File: config.mk
export PLATFORM = sky130hd
export DESIGN_NAME = imem_loader_flat
export DESIGN_NICKNAME = d
export VERILOG_FILES = /design/src/rtl/cpu_pkg.sv /design/src/rtl/imem_loader_if.sv /design/src/rtl/imem_word_packer.sv /design/src/rtl/imem_loader.sv /design/src/flat_wrapper.sv
export SDC_FILE = /design/constraint.sdc
export NUM_CORES = 1
export LEC_CHECK = 0
export BUFFER_PORTS_ARGS = -buffer_cell sky130_fd_sc_hd__clkbuf_2
export CELL_PAD_IN_SITES_DETAIL_PLACEMENT = 1
export CELL_PAD_IN_SITES_GLOBAL_PLACEMENT = 1
export CORE_UTILIZATION = 40
export DETAILED_ROUTE_END_ITERATION = 10
export PLACE_DENSITY = 0.71
export SLEW_MARGIN = 20
export SYNTH_ARGS = -nofsm -noshare
export SYNTH_HDL_FRONTEND = slang
export SYNTH_SLANG_ARGS = --single-unit
File: constraint.sdc
create_clock -name clk -period 4.48 [get_ports clk]
set_clock_uncertainty 0.15 [all_clocks]
set_input_delay 1.12 -clock clk [delete_from_list [all_inputs] [get_ports clk]]
set_output_delay 1.12 -clock clk [all_outputs]
set_load 0.02 [all_outputs]
File: src/rtl/cpu_pkg.sv
// Shared types and constants for the boot-time instruction-memory loader.
package cpu_pkg;

    localparam int LEN_W          = 16;
    localparam int BYTES_PER_WORD = 4;

    typedef enum logic [2:0] {
        LEN_HI,
        LEN_LO,
        DATA,
        WRITE,
        DONE,
        ERR
    } loaderState_e;

endpackage

File: src/rtl/imem_loader_if.sv
// Byte stream in, instruction-memory write port and CPU release out.
interface imem_loader_if #(parameter int ADDR_W = 8) ();

    logic [7:0]        rx_data;
    logic              rx_valid;
    logic              rx_ready;
    logic              imem_we;
    logic [ADDR_W-1:0] imem_addr;
    logic [31:0]       imem_wdata;
    logic              cpu_reset;
    logic              done;
    logic              err;

    modport master (
        output rx_data, rx_valid,
        input  rx_ready, imem_we, imem_addr, imem_wdata, cpu_reset, done, err
    );

    modport slave (
        input  rx_data, rx_valid,
        output rx_ready, imem_we, imem_addr, imem_wdata, cpu_reset, done, err
    );

endinterface

File: src/rtl/imem_word_packer.sv
// Packs accepted bytes MSB-first into a 32-bit word.
// Latency: word updates at the accepting edge; wordFull flags the 4th byte combinationally.
// Backpressure: none of its own; shifts only when accept is high.
module imem_word_packer
    import cpu_pkg::*;
(
    input  logic        clk,
    input  logic        reset,
    input  logic [7:0]  dataByte,
    input  logic        accept,
    input  logic        clear,
    output logic [31:0] word,
    output logic        wordFull
);

    logic [1:0] byteCnt;

    assign wordFull = accept && (byteCnt == 2'(BYTES_PER_WORD - 1));

    always_ff @(posedge clk or negedge reset) begin
        if (!reset) begin
            word    <= '0;
            byteCnt <= '0;
        end else if (clear) begin
            word    <= '0;
            byteCnt <= '0;
        end else if (accept) begin
            word    <= {word[23:0], dataByte};
            byteCnt <= byteCnt + 2'd1;
        end
    end

endmodule

File: src/rtl/imem_loader.sv
// Loads a length-prefixed big-endian image into instruction memory, then releases the CPU.
// Latency: one WRITE cycle after each 4th byte; done/cpu_reset rise on the edge ending the last write.
// Backpressure: rx_ready low during WRITE, DONE and ERR; the sender holds its byte.
module imem_loader
    import cpu_pkg::*;
#(
    parameter int ADDR_W = 8
) (
    input  logic          clk,
    input  logic          reset,
    imem_loader_if.slave  bus
);

    localparam int MAX_WORDS = 2 ** ADDR_W;

    loaderState_e      state;
    logic [7:0]        lenHi;
    logic [LEN_W-1:0]  nWords;
    logic [LEN_W-1:0]  lenWord;
    logic [ADDR_W:0]   wordCnt;
    logic              imemWe;
    logic [ADDR_W-1:0] imemAddr;
    logic              cpuReset;
    logic              doneR;
    logic              errR;
    logic              accept;
    logic [31:0]       packedWord;
    logic              wordFull;

    // Gated by reset so the sender never sees ready while the loader is held.
    assign bus.rx_ready = reset && (state == LEN_HI || state == LEN_LO || state == DATA);
    assign accept       = bus.rx_valid && bus.rx_ready;
    assign lenWord      = {lenHi, bus.rx_data};

    assign bus.imem_we    = imemWe;
    assign bus.imem_addr  = imemAddr;
    assign bus.imem_wdata = packedWord;
    assign bus.cpu_reset  = cpuReset;
    assign bus.done       = doneR;
    assign bus.err        = errR;

    imem_word_packer u_packer (
        .clk      (clk),
        .reset    (reset),
        .dataByte (bus.rx_data),
        .accept   (accept && state == DATA),
        .clear    (accept && state == LEN_LO),
        .word     (packedWord),
        .wordFull (wordFull)
    );

    always_ff @(posedge clk or negedge reset) begin
        if (!reset) begin
            state    <= LEN_HI;
            lenHi    <= '0;
            nWords   <= '0;
            wordCnt  <= '0;
            imemWe   <= 1'b0;
            imemAddr <= '0;
            cpuReset <= 1'b0;
            doneR    <= 1'b0;
            errR     <= 1'b0;
        end else begin
            case (state)
                LEN_HI: begin
                    if (accept) begin
                        lenHi <= bus.rx_data;
                        state <= LEN_LO;
                    end
                end
                LEN_LO: begin
                    if (accept) begin
                        nWords  <= lenWord;
                        wordCnt <= '0;
                        if (lenWord == '0) begin
                            state    <= DONE;
                            doneR    <= 1'b1;
                            cpuReset <= 1'b1;
                        end else if (lenWord > LEN_W'(MAX_WORDS)) begin
                            state <= ERR;
                            errR  <= 1'b1;
                        end else begin
                            state <= DATA;
                        end
                    end
                end
                DATA: begin
                    if (wordFull) begin
                        state    <= WRITE;
                        imemWe   <= 1'b1;
                        imemAddr <= wordCnt[ADDR_W-1:0];
                    end
                end
                WRITE: begin
                    imemWe  <= 1'b0;
                    wordCnt <= wordCnt + 1'b1;
                    if (LEN_W'(wordCnt) == nWords - LEN_W'(1)) begin
                        state    <= DONE;
                        doneR    <= 1'b1;
                        cpuReset <= 1'b1;
                    end else begin
                        state <= DATA;
                    end
                end
                DONE:    state <= DONE;
                ERR:     state <= ERR;
                default: state <= LEN_HI;
            endcase
        end
    end

endmodule
File: src/flat_wrapper.sv
// flat-port wrapper written by rule: the top's interface ports become plain ports
module imem_loader_flat import cpu_pkg::*;
#(
    parameter int ADDR_W = 8
)
  (clk, reset, bus_rx_data, bus_rx_valid, bus_rx_ready, bus_imem_we, bus_imem_addr, bus_imem_wdata, bus_cpu_reset, bus_done, bus_err);
  imem_loader_if #(.ADDR_W(ADDR_W)) bus_i ();
  input  logic clk;
  input  logic reset;
  input wire logic [$bits(bus_i.rx_data)-1:0] bus_rx_data;
  input wire logic [$bits(bus_i.rx_valid)-1:0] bus_rx_valid;
  output wire logic [$bits(bus_i.rx_ready)-1:0] bus_rx_ready;
  output wire logic [$bits(bus_i.imem_we)-1:0] bus_imem_we;
  output wire logic [$bits(bus_i.imem_addr)-1:0] bus_imem_addr;
  output wire logic [$bits(bus_i.imem_wdata)-1:0] bus_imem_wdata;
  output wire logic [$bits(bus_i.cpu_reset)-1:0] bus_cpu_reset;
  output wire logic [$bits(bus_i.done)-1:0] bus_done;
  output wire logic [$bits(bus_i.err)-1:0] bus_err;
  assign bus_i.rx_data = bus_rx_data;
  assign bus_i.rx_valid = bus_rx_valid;
  assign bus_rx_ready = bus_i.rx_ready;
  assign bus_imem_we = bus_i.imem_we;
  assign bus_imem_addr = bus_i.imem_addr;
  assign bus_imem_wdata = bus_i.imem_wdata;
  assign bus_cpu_reset = bus_i.cpu_reset;
  assign bus_done = bus_i.done;
  assign bus_err = bus_i.err;
  imem_loader #(.ADDR_W(ADDR_W)) u_core (.clk(clk), .reset(reset), .bus(bus_i));
endmodule
==> flow_metrics.tcl <==
set metrics [dict create \
    seqCellArea_sq_um 2030 \
    cp.arrival_ps 2960 \
    setup_viol 0 \
    slew_viol_final 0 \
    syn_area_per_cell_sq_um 9.86 \
    cap_violations 0 \
    ir_worst_vdd_mv 0.132 \
    max_freq_mhz 348 \
    hold_depth 1 \
    yosysSeqAreaShare_pct 53.4 \
    post_cts_buffers 0 \
    die_x_microns 99.4 \
    crit_type "in2reg" \
    initialDrtViolationCount 104 \
    cts_max_level 3 \
    grt_first_pass_wirelength_microns 15500 \
    wl_per_cell_microns 16.7 \
    drc 0 \
    dp_hpwl_microns 6480 \
    synth_ff_type "dfrtp_1" \
    post_cts_resized 0 \
    die_area_sq_um 9890 \
    cts_buffers 9 \
    ys_warn_count 0 \
    ant_nets 0 \
    synth_top_area_share_pct 53.4 \
    grt_max_degree 44 \
    reg2reg_depth 8 \
    wirelength_microns 9230 \
    rows 35 \
    synth_cells 385 \
    via_per_inst 5.47 \
    grt_overflow_total 0 \
    clk_path_buf_depth 2 \
    syn2layout_area_growth_pct 14.7 \
    nFillCells 1099 \
    clock-sinks 81 \
    firstDrtPassIters 5 \
    grt_pass1_vias 3055 \
    finalHoldViolations 0 \
    period_needed_ps 2870 \
    ioPinCount 56 \
    synth.cell_area_sq_um 3800 \
    grt_usage_pct 20.3 \
    status "complete, no violations" \
    hold_path_class "reg2reg" \
    slew_headroom_pct 46.0 \
    worst_pin_slew_ps 808 \
    ys_async_sr_fraction_pct 100 \
    cts_tree "yes" \
    route.vias.total 3013 \
    synthTopCellsByArea "dfrtp_1, nand2_1, mux2_2" \
    coreArea_sq_um 9200 \
    synth_seq_cells 81 \
    required_ps 4570 \
    clk_latency_ps 360 \
    multi_input_area_sq_um 1660 \
    rsz0062_at_grt "false" \
    cellPowerDensity_nw_per_um2 292 \
    dp_slack_ps 1150 \
    worstPathMaxFanout 43 \
    synth_top_area_cell "dfrtp_1" \
    crit_path_end_kind "flip-flop" \
    portBuffers 55 \
    cts.clk_slew.worst_paths_ps 90 \
    cp-start-kind "input port" \
    fin_crit_sh_pct 64.1 \
    drive_above_1_share_pct 25.5 \
    setup_slack_ps 1610 \
    fin_setup_tns_ps 0 \
    grt_antenna_before_repair 0 \
    synth_cell_types 46 \
    place.gp.congestion 0.736 \
    die_h_microns 99.4 \
    final_nets 449 \
    cts_hold_buffers 0 \
    initial_core_util_pct 41.3 \
    synth_edf_count 0 \
    synth.net_count 399 \
    leakage_nw 2.01 \
    clockRootBuffer "clkbuf_8" \
    n_antenna_cell 0 \
]
## synthesized netlist by cell type, drive strengths merged, types with 3 or more instances
cell type and number:
a21oi 27, a31oi 3, and3 4, and3b 3, buf 6, clkbuf 15
dfrtp 81, ha 3, inv 6, mux2 28, nand2 85, nand2b 4
nand3 4, nand3b 3, nand4 8, nor2 25, nor3 4, nor4 7
o21ai 34, or4 3, xnor2 7, xor2 5
## state kept, by name, summed over array words and instances (netlist names)
| register | cells |
|---|---|
| u_core.bus.cpu_reset | 1 |
| u_core.bus.err | 1 |
| u_core.bus.imem_addr | 8 |
| u_core.bus.imem_we | 1 |
| u_core.lenHi | 8 |
| u_core.nWords | 16 |
| u_core.state | 3 |
| u_core.u_packer.byteCnt | 2 |
| u_core.u_packer.word | 32 |
| u_core.wordCnt | 9 |
## cells in the final DEF, fill, tap and decap left out, types with 3 or more instances in the layout
master,instances
nand2_1,85
dfrtp_1,81
clkbuf_2,54
mux2_2,28
a21oi_1,26
o21ai_0,26
nor2_1,24
clkbuf_8,10
nand4_1,8
o21ai_1,8
xnor2_1,7
inv_1,6
buf_4,6
nor4_1,5
xor2_1,5
nand2b_1,4
and3_1,4
nand3_1,4
nor3_1,4
and3b_1,3
nand3b_1,3
a31oi_1,3
ha_1,3
clkinvlp_4,3
## power by group
group | leakage (nW) | internal (mW) | switching [mW]
combinational | 0.880 | 0.00542 | 0.0223
sequential | 1.05 | 0.730 | 0
clock | 0.0855 | 0.221 | 0.292
total | 2.01 | 0.957 | 0.314
## cells by family (layout without fill, tap and decap cells)
kind of cell             Yosys count  in the layout  synth area share, %
flip-flops                        81             81                 53.4
AO/OA/AOI/OAI                     77             77                 12.0
multiplexers                      28             28                 8.30
AND/OR/NAND/NOR                  157            157                 19.6
buffers and inverters             27             82                 3.00
XOR/XNOR                          12             12                 2.77
adder cells (fa/ha/maj)            3              3                0.989
## stage by stage
stage | total power [mW] | utilization (%) | std cells | hold WS (ps) | cell area (sq um)
2_1_floorplan | 0.746 | - | 385 | 320 | 3800
3_3_place_gp | 0.773 | 45.3 | 535 | 295 | 4170
3_5_place_dp | 0.774 | 45.3 | 535 | 298 | 4170
4_1_cts | 1.29 | 47.3 | 551 | 322 | 4350
5_1_grt | 1.32 | 47.3 | 551 | 337 | 4350
6_report | 1.27 | 47.3 | 551 | 319 | 4350
## worst paths after layout
check	start	endpoint	slack (ps)
min	u_core.bus.err$_DFFE_PN0P_	u_core.bus.err$_DFFE_PN0P_	320
max	reset	u_core.bus.imem_addr[3]$_DFFE_PN0P_	1610
max reg2reg	u_core.nWords[0]$_DFFE_PN0P_	u_core.state[1]$_DFFE_PN0P_	1830
max in group asynchronous	reset	u_core.nWords[13]$_DFFE_PN0P_	3080
min in group asynchronous	reset	u_core.bus.imem_addr[6]$_DFFE_PN0P_	710
min reg2reg	u_core.bus.err$_DFFE_PN0P_	u_core.bus.err$_DFFE_PN0P_	320
## final cells by class
| class | instances | share of cell area (%) |
|---|---|---|
| inverter | 6 | 0.517 |
| tap | 111 | 3.19 |
| sequential | 81 | 46.6 |
| clock inverter | 6 | 1.12 |
| timing repair buffer | 60 | 7.24 |
| clock buffer | 10 | 3.16 |
| multi-input combinational | 277 | 38.2 |
## per-layer routing
metal	part of all wire (%)	up-vias	track usage [%]
li1	-	1431	-
met1	48	1521	27.9
met2	48	51	32.5
met3	2.8	10	4.01
met4	1.2	0	6.11
met5	0	-	0
## worst max-delay path: stages
cell and delay [ps]:
buf_4 100, buf_4 450, and4_1 270, buf_4 340, nand2_1 310, mux2_2 350
Power figures use the tool's default switching activity.
